<file path="config.mk">
export PLATFORM = sky130hd
export DESIGN_NAME = deserializer_flat
export DESIGN_NICKNAME = d
export VERILOG_FILES = /design/src/rtl/fft_pkg.sv /design/src/rtl/deserializer_if.sv /design/src/rtl/deserializer.sv /design/src/flat_wrapper.sv
export SDC_FILE = /design/constraint.sdc
export NUM_CORES = 1
export LEC_CHECK = 0
export ABC_AREA = 1
export BUFFER_PORTS_ARGS = -buffer_cell sky130_fd_sc_hd__buf_2
export CORE_ASPECT_RATIO = 1.5
export CORE_MARGIN = 2
export CORE_UTILIZATION = 45
export CTS_BUF_LIST = sky130_fd_sc_hd__clkbuf_16
export DETAILED_ROUTE_END_ITERATION = 10
export PLACE_DENSITY = 0.76
export RECOVER_POWER = 25
export SYNTH_ARGS = -nofsm -noshare
export SYNTH_HDL_FRONTEND = slang
export SYNTH_SLANG_ARGS = --single-unit
</file>
<file path="constraint.sdc">
create_clock -name clk -period 4.2 [get_ports clk]
set_input_delay 0.21 -clock clk [delete_from_list [all_inputs] [get_ports clk]]
set_output_delay 0.21 -clock clk [all_outputs]
set_load 0.01 [all_outputs]
</file>
<file path="src/rtl/fft_pkg.sv">
// rtl/fft_pkg.sv - shared FFT frame/word constants used by the serial link blocks
package fft_pkg;

  localparam int DEF_FRAME_WIDTH = 256;
  localparam int DEF_WORD_WIDTH  = 16;
  localparam int DEF_NUM_WORDS   = DEF_FRAME_WIDTH / DEF_WORD_WIDTH;
  localparam int SAMPLE_WIDTH    = 16;

  // Complex sample idx sits at the MSB end for idx 0; real half above imaginary half.
  function automatic logic [SAMPLE_WIDTH-1:0] sample_re(
    input logic [DEF_FRAME_WIDTH-1:0] frame,
    input int                         idx
  );
    return frame[DEF_FRAME_WIDTH-1-2*SAMPLE_WIDTH*idx -: SAMPLE_WIDTH];
  endfunction

  function automatic logic [SAMPLE_WIDTH-1:0] sample_im(
    input logic [DEF_FRAME_WIDTH-1:0] frame,
    input int                         idx
  );
    return frame[DEF_FRAME_WIDTH-1-SAMPLE_WIDTH-2*SAMPLE_WIDTH*idx -: SAMPLE_WIDTH];
  endfunction

endpackage

</file>
<file path="src/rtl/deserializer_if.sv">
// rtl/deserializer_if.sv - word input and frame output handshake bundle of the deserializer
interface deserializer_if
  import fft_pkg::*;
#(
  parameter int FRAME_WIDTH = DEF_FRAME_WIDTH,
  parameter int WORD_WIDTH  = DEF_WORD_WIDTH
);

  logic                   input_valid;
  logic                   input_ready;
  logic [WORD_WIDTH-1:0]  input_data;
  logic                   output_valid;
  logic                   output_ready;
  logic [FRAME_WIDTH-1:0] output_data;

  modport master (
    output input_valid,
    output input_data,
    output output_ready,
    input  input_ready,
    input  output_valid,
    input  output_data
  );

  modport slave (
    input  input_valid,
    input  input_data,
    input  output_ready,
    output input_ready,
    output output_valid,
    output output_data
  );

endinterface

</file>
<file path="src/rtl/deserializer.sv">
// rtl/deserializer.sv - gathers NUM_WORDS serial words into one frame with a one-frame output buffer
module deserializer
  import fft_pkg::*;
#(
  parameter int FRAME_WIDTH = DEF_FRAME_WIDTH,
  parameter int WORD_WIDTH  = DEF_WORD_WIDTH
) (
  input  logic                                       clk,
  input  logic                                       reset,
  input  logic                                       flush,
  deserializer_if.slave                              bus,
  output logic [$clog2(FRAME_WIDTH/WORD_WIDTH)-1:0]  word_count,
  output logic                                       deserialization_done
);

  localparam int NUM_WORDS = FRAME_WIDTH / WORD_WIDTH;
  localparam int CW        = $clog2(NUM_WORDS);
  localparam int ASM_W     = FRAME_WIDTH - WORD_WIDTH;
  localparam logic [CW-1:0] LAST_IDX = CW'(NUM_WORDS - 1);

  logic [CW-1:0]          count_q, count_d;
  logic [ASM_W-1:0]       asm_q, asm_d;
  logic [FRAME_WIDTH-1:0] frame_q, frame_d;
  logic                   valid_q, valid_d;
  logic                   done_q, done_d;

  logic                   last_word;
  logic                   in_ready;
  logic                   accept;
  logic                   complete;
  logic [FRAME_WIDTH-1:0] shifted;

  // Only the frame-completing word waits for room in the output register.
  assign last_word = (count_q == LAST_IDX);
  assign in_ready  = !(last_word && valid_q && !bus.output_ready);
  assign accept    = bus.input_valid && in_ready;
  assign complete  = accept && last_word && !flush;
  assign shifted   = {asm_q, bus.input_data};

  always_comb begin
    count_d = count_q;
    asm_d   = asm_q;
    frame_d = frame_q;
    valid_d = valid_q;
    done_d  = 1'b0;

    if (flush) begin
      count_d = '0;
      asm_d   = '0;
    end else if (accept) begin
      count_d = last_word ? '0 : count_q + CW'(1);
      asm_d   = shifted[ASM_W-1:0];
    end

    // A completing frame overrides the consume so output_valid stays high.
    if (complete) begin
      frame_d = shifted;
      valid_d = 1'b1;
      done_d  = 1'b1;
    end else if (valid_q && bus.output_ready) begin
      valid_d = 1'b0;
    end
  end

  always_ff @(posedge clk) begin
    if (reset) begin
      count_q <= '0;
      asm_q   <= '0;
      frame_q <= '0;
      valid_q <= 1'b0;
      done_q  <= 1'b0;
    end else begin
      count_q <= count_d;
      asm_q   <= asm_d;
      frame_q <= frame_d;
      valid_q <= valid_d;
      done_q  <= done_d;
    end
  end

  assign bus.input_ready   = in_ready;
  assign bus.output_valid  = valid_q;
  assign bus.output_data   = frame_q;
  assign word_count           = count_q;
  assign deserialization_done = done_q;

endmodule

</file>
<file path="src/flat_wrapper.sv">
// flat-port wrapper written by rule: the top's interface ports become plain ports
module deserializer_flat import fft_pkg::*;
#(
  parameter int FRAME_WIDTH = DEF_FRAME_WIDTH,
  parameter int WORD_WIDTH  = DEF_WORD_WIDTH
)
  (clk, reset, flush, word_count, deserialization_done, bus_input_valid, bus_input_data, bus_output_ready, bus_input_ready, bus_output_valid, bus_output_data);
  deserializer_if #(.FRAME_WIDTH(FRAME_WIDTH), .WORD_WIDTH(WORD_WIDTH)) bus_i ();
  input  logic clk;
  input  logic reset;
  input  logic flush;
  output logic [$clog2(FRAME_WIDTH/WORD_WIDTH)-1:0] word_count;
  output logic deserialization_done;
  input wire logic [$bits(bus_i.input_valid)-1:0] bus_input_valid;
  input wire logic [$bits(bus_i.input_data)-1:0] bus_input_data;
  input wire logic [$bits(bus_i.output_ready)-1:0] bus_output_ready;
  output wire logic [$bits(bus_i.input_ready)-1:0] bus_input_ready;
  output wire logic [$bits(bus_i.output_valid)-1:0] bus_output_valid;
  output wire logic [$bits(bus_i.output_data)-1:0] bus_output_data;
  assign bus_i.input_valid = bus_input_valid;
  assign bus_i.input_data = bus_input_data;
  assign bus_i.output_ready = bus_output_ready;
  assign bus_input_ready = bus_i.input_ready;
  assign bus_output_valid = bus_i.output_valid;
  assign bus_output_data = bus_i.output_data;
  deserializer #(.FRAME_WIDTH(FRAME_WIDTH), .WORD_WIDTH(WORD_WIDTH)) u_core (.clk(clk), .reset(reset), .flush(flush), .bus(bus_i), .word_count(word_count), .deserialization_done(deserialization_done));
endmodule
</file>
# After elaboration in Yosys (flattened, before gate mapping)
# Index checks and enable logic that the tools add are counted.
[totals]
in_bits = 21
output_inout_bits = 263
regBits = 502
elab_cells = 22
[op_classes]
n_mux = 4
reduce_logical = 11
eq_ne = 1
addsub = 1
[ops]
columns = ["operator", "count"]
rows = [
  ["$logic_and 1x1->1", 6],
  ["$add 4x1->4 const B", 1],
  ["$eq 4x4->1 const B", 1],
  ["$mux 4", 1],
  ["$logic_not 1->1", 3],
  ["$mux 1", 3],
  ["$reduce_bool 2->1", 1],
  ["$reduce_or 2->1", 1],
]

# Depth between registers and ports, before layout
[logic_depth]
word_depth = 8
ltp_mapped = 10
mapped_depth_nobuf = 8

# Worst setup path before layout
# Ideal clock, no wire load.
[synth_timing]
path_type = "register to register"
from = "register u_core.count_q[0], in the netlist u_core.word_count[0]"
to = "register u_core.frame_q[0], in the netlist u_core.bus.output_data[0]"
t_arrival_ns = 1.509
setup_slack_ns = 2.578
n_path_buf = 3
setup_ns = 0.113
path_stages_with_launch = 10
period_less_slack_ns = 1.622
t_required_ns = 4.087
cell_sequence = "dfxtp_1 -> ha_1 -> nand2_1 -> nor2_4 -> nand4_1 -> buf_2 -> buf_2 -> buf_2 -> nor2_1 -> nor2_1"
[synth_via]
elab_chain_len = 7
[synth_rtl]
columns = ["item", "line", "source"]
rows = [
  ["start, declared", "deserializer.sv:21", "logic [CW-1:0] count_q, count_d;"],
  ["start signal, assigned", "deserializer.sv:73", "count_q <= count_d;"],
  ["$eq 4x4->1 *", "deserializer.sv:34", "assign last_word = (count_q == LAST_IDX);"],
  ["$logic_and 1x1->1 (2 in series)", "deserializer.sv:35", "assign in_ready = !(last_word && valid_q && !bus.output_ready);"],
  ["$logic_not 1->1", "deserializer.sv:35", ""],
  ["$logic_and 1x1->1", "deserializer.sv:36", "assign accept = bus.input_valid && in_ready;"],
  ["$logic_and 1x1->1 * (2 in series)", "deserializer.sv:37", "assign complete = accept && last_word && !flush;"],
  ["end signal, assigned", "deserializer.sv:75", "frame_q <= frame_d;"],
  ["end, declared", "deserializer.sv:23", "logic [FRAME_WIDTH-1:0] frame_q, frame_d;"],
]
# Mark *: on every way between the ends. The rest lies on a longest branch, timed or not.
# A chain may end at the register's enable or synchronous reset.

# Final worst setup path
[layout_timing]
from = "register u_core.count_q[0], in the netlist u_core.word_count[0]"
to = "register u_core.asm_q[27]"
[layout_via]
elab_chain_len = 5
[layout_rtl]
columns = ["item", "line", "source"]
rows = [
  ["$eq 4x4->1", "deserializer.sv:34", ""],
  ["$logic_and 1x1->1 (2 in series)", "deserializer.sv:35", ""],
  ["$logic_not 1->1", "deserializer.sv:35", ""],
  ["$logic_and 1x1->1", "deserializer.sv:36", ""],
  ["end signal, assigned", "deserializer.sv:74", "asm_q <= asm_d;"],
  ["end, declared", "deserializer.sv:22", "logic [ASM_W-1:0] asm_q, asm_d;"],
]
# Every way passes these cells.

==> metrics.cfg <==
[outcome]
status=finished clean

[sta]
fmax_mhz=384
rsz0062_at_grt=false
worst_pin_slew_ns=1.20
drv_slew=0
finalSetupViolations=0
min_period_ns=2.61
skew_ns=0.0169
fin_crit_sh_pct=62.0
relSlewSlack_pct=20.1
finalHoldViolCount=0
tns_ns=0

[critical_path]
r2r_cells=9
ff2ff_setup_slack_ns=1.59
arrival_ns=3.03
cp_num_buf_inv=2
crit_fanout=104
critPathSlowestCell=nand2_8
cpMostUsedCell=nor2_1
crit-reg2reg-launch=u_core.word_count[0]
crit_family=simple AND/OR/NAND/NOR gates
r2r_end=u_core.asm_q[27]
criticalPathCategory=register to register
max_stage_delay_ns=0.45
crit_path_cell_trace=ha_1 > nand2_1 > nor2_1 > nand2_2 > nand2_8 > inv_6 > buf_4 > nor2_1 > nor2_1
worstPathRequired_ns=4.63
crit_path_end_kind=register
cp-start-kind=register

[synthesis]
yosys-top-cells-count=nor2_1, nand2_1, dfxtp_1
yosysTopAreaCellShare_pct=52.2
yosysTopAreaCell=dfxtp_1
synth-seq-cells=502
async_flop_share_pct=0
synth_cell_types=20
synthCells=2802
synth-edff-count=0
ys_warn_count=0
synth_area_leaders=dfxtp_1, nor2_1, nand2_1
synth_most_common_cell=nor2_1
syn_area_um2=19300
ys_dominant_reg_cell=dfxtp_1
ys_seq_area_share_pct=52.2
synth.net_count=2824
avgSynthCellArea_um2=6.87

[routing]
drt_first_pass_iters=7
vias=16300
wire_per_inst_um=13.3
vias_per_cell=4.52
drt-initial-drc-count=1225
wl_um=47900
ant_nets=0
drc=0

[cells_and_area]
n_antenna_cell=0
layout-drive-gt1-share_pct=5.66
final_util_pct=52.2
fin_nets=3023
flow.area_growth_from_synthesis_pct=14.3

[power]
internal-power_w=0.00705
ir_worst_vdd_mv=0.331
pwr-share-clk_pct=42.7
p_switching_w=0.00214
p_comb_share_pct=3.8
power.leakage_nw=11.5
power_frac_seq_pct=53.5
total_power_w=0.00919
swShare_pct=23.3
p_per_area_nw_per_um2=417

[min_path]
hp-start=bus_input_valid
hold_path_class=primary input to register
hold_path_depth=3
min_to=u_core.deserialization_done

[grt]
first_global_vias=14900
grt_max_degree=235
gr-total-overflow=0
grt_pass1_wl_um=76700
grtUsageTotal_pct=20.9
antenna_found_initial=0

[clock_network]
cts.sinks=502
clk_pin_slew_ns=0.07
cts_tree=built
clock_latency_ns=0.56
h-tree-depth=2
cts-resized-gates=0
post_cts_buffers=0
cts_buffers=47
cts-root-buf=clkbuf_16
clk_path_buf_depth=3

[placed_design]
gp_congestion=0.843
port_buffers=283
dp_hpwl_um=30100

[die]
die_y_um=257
floorplan.die.width_um=173
start_util_pct=45.7
num_io_pins=284
row_count=92
core_um2=42100
die-area_um2=44500

[run]
cap_violations=0

cells in the final DEF, fill, tap and decap left out:
master / count
nand2_2: 1
nor2_1: 998
a21oi_1: 3
nor2_4: 1
nand2_8: 1
ha_1: 1
buf_4: 5
o21ai_0: 193
xor2_1: 1
clkbuf_1: 190
buf_12: 6
clkinv_1: 16
nand4_1: 2
inv_8: 2
nand3_1: 3
nand2_1: 616
clkinv_2: 10
dlygate4sd3_1: 20
clkbuf_16: 47
inv_1: 320
o211ai_1: 1
inv_6: 3
dfxtp_1: 502
inv_2: 1
bufinv_16: 1
buf_2: 93
clkinv_4: 1
power by group through the flow:
stage / clock network (W) / logic (W) / registers [W]
after CTS: 0.00401 / 0.000351 / 0.00491
after global routing: 0.00419 / 0.000399 / 0.00492
after global placement: 0 / 0.000329 / 0.00502
final: 0.00393 / 0.000347 / 0.00491
after floorplan: 0 / 0.000258 / 0.00499
after detailed placement: 0 / 0.000335 / 0.00502
metal layers:
metal	wire (um)	global-route usage, %	vias to the layer above	part of all wire, %
met3	2230	3.37	121	4.6
met1	19900	24.9	7137	42
met4	2950	12.6	0	6.2
met2	22800	35.5	407	48
li1	-	-	8627	-
met5	0	0	-	0
cells by family after synthesis:
| logic type | share of synthesized area, % |
|---|---|
| AOI/OAI and AO/OA | 5.13 |
| xor gates and xnor gates | 0.0455 |
| adders and majority gates | 0.0650 |
| buffers and inverters | 10.8 |
| DFF | 52.2 |
| and+or+nand+nor | 31.7 |
tightest hold or removal path: stages:
cell and delay [ns]:
buf_2 0.17, nand3_1 0.14, nor2_1 0.05
final cells by class:
cell class	count	area (um^2)
clock inverter	39	208
fill	4217	20100
sequential	502	10000
inverter	315	1190
multi-input combinational	1821	7130
clock buffer	47	1180
tap	564	706
timing repair buffer	314	1540
timing repair:
action / in CTS / in global routing
setup endpoints to repair: 0 / 0
hold buffers: 20 / 0
endpoints found under the hold margin: 36 / 0
per-stage QoR:
| step | hold WS, ns | setup slack (ns) | instance area, um^2 | std cells |
|---|---|---|---|---|
| floorplan | 0.279 | 2.58 | 19300 | 2802 |
| finish | 0.0707 | 1.59 | 22000 | 3602 |
| global route | 0.0580 | 1.39 | 22000 | 3602 |
| detailed placement | 0.455 | 1.64 | 20700 | 3496 |
| CTS | 0.0287 | 1.59 | 22200 | 3602 |
| global placement | 0.450 | 1.72 | 20700 | 3496 |
state kept, by name (all words and copies together) (netlist names):
name                         cells
u_core.asm_q                   240
u_core.deserialization_done      1
u_core.bus.output_data         256
u_core.bus.output_valid          1
u_core.word_count                4
worst max path at each step:
stage | startpoint | to | slack [ns] | cells after the start
2_1_floorplan | u_core.word_count[0] | u_core.bus.output_data[0] | 2.58 | 9
3_3_place_gp | u_core.word_count[0] | u_core.asm_q[183] | 1.72 | 9
3_5_place_dp | u_core.word_count[0] | u_core.asm_q[9] | 1.64 | 9
4_1_cts | u_core.word_count[0] | u_core.asm_q[27] | 1.59 | 9
5_1_grt | u_core.word_count[0] | u_core.asm_q[27] | 1.39 | 9
6_report | u_core.word_count[0] | u_core.asm_q[27] | 1.59 | 9
(Power assumes the default switching activity.)
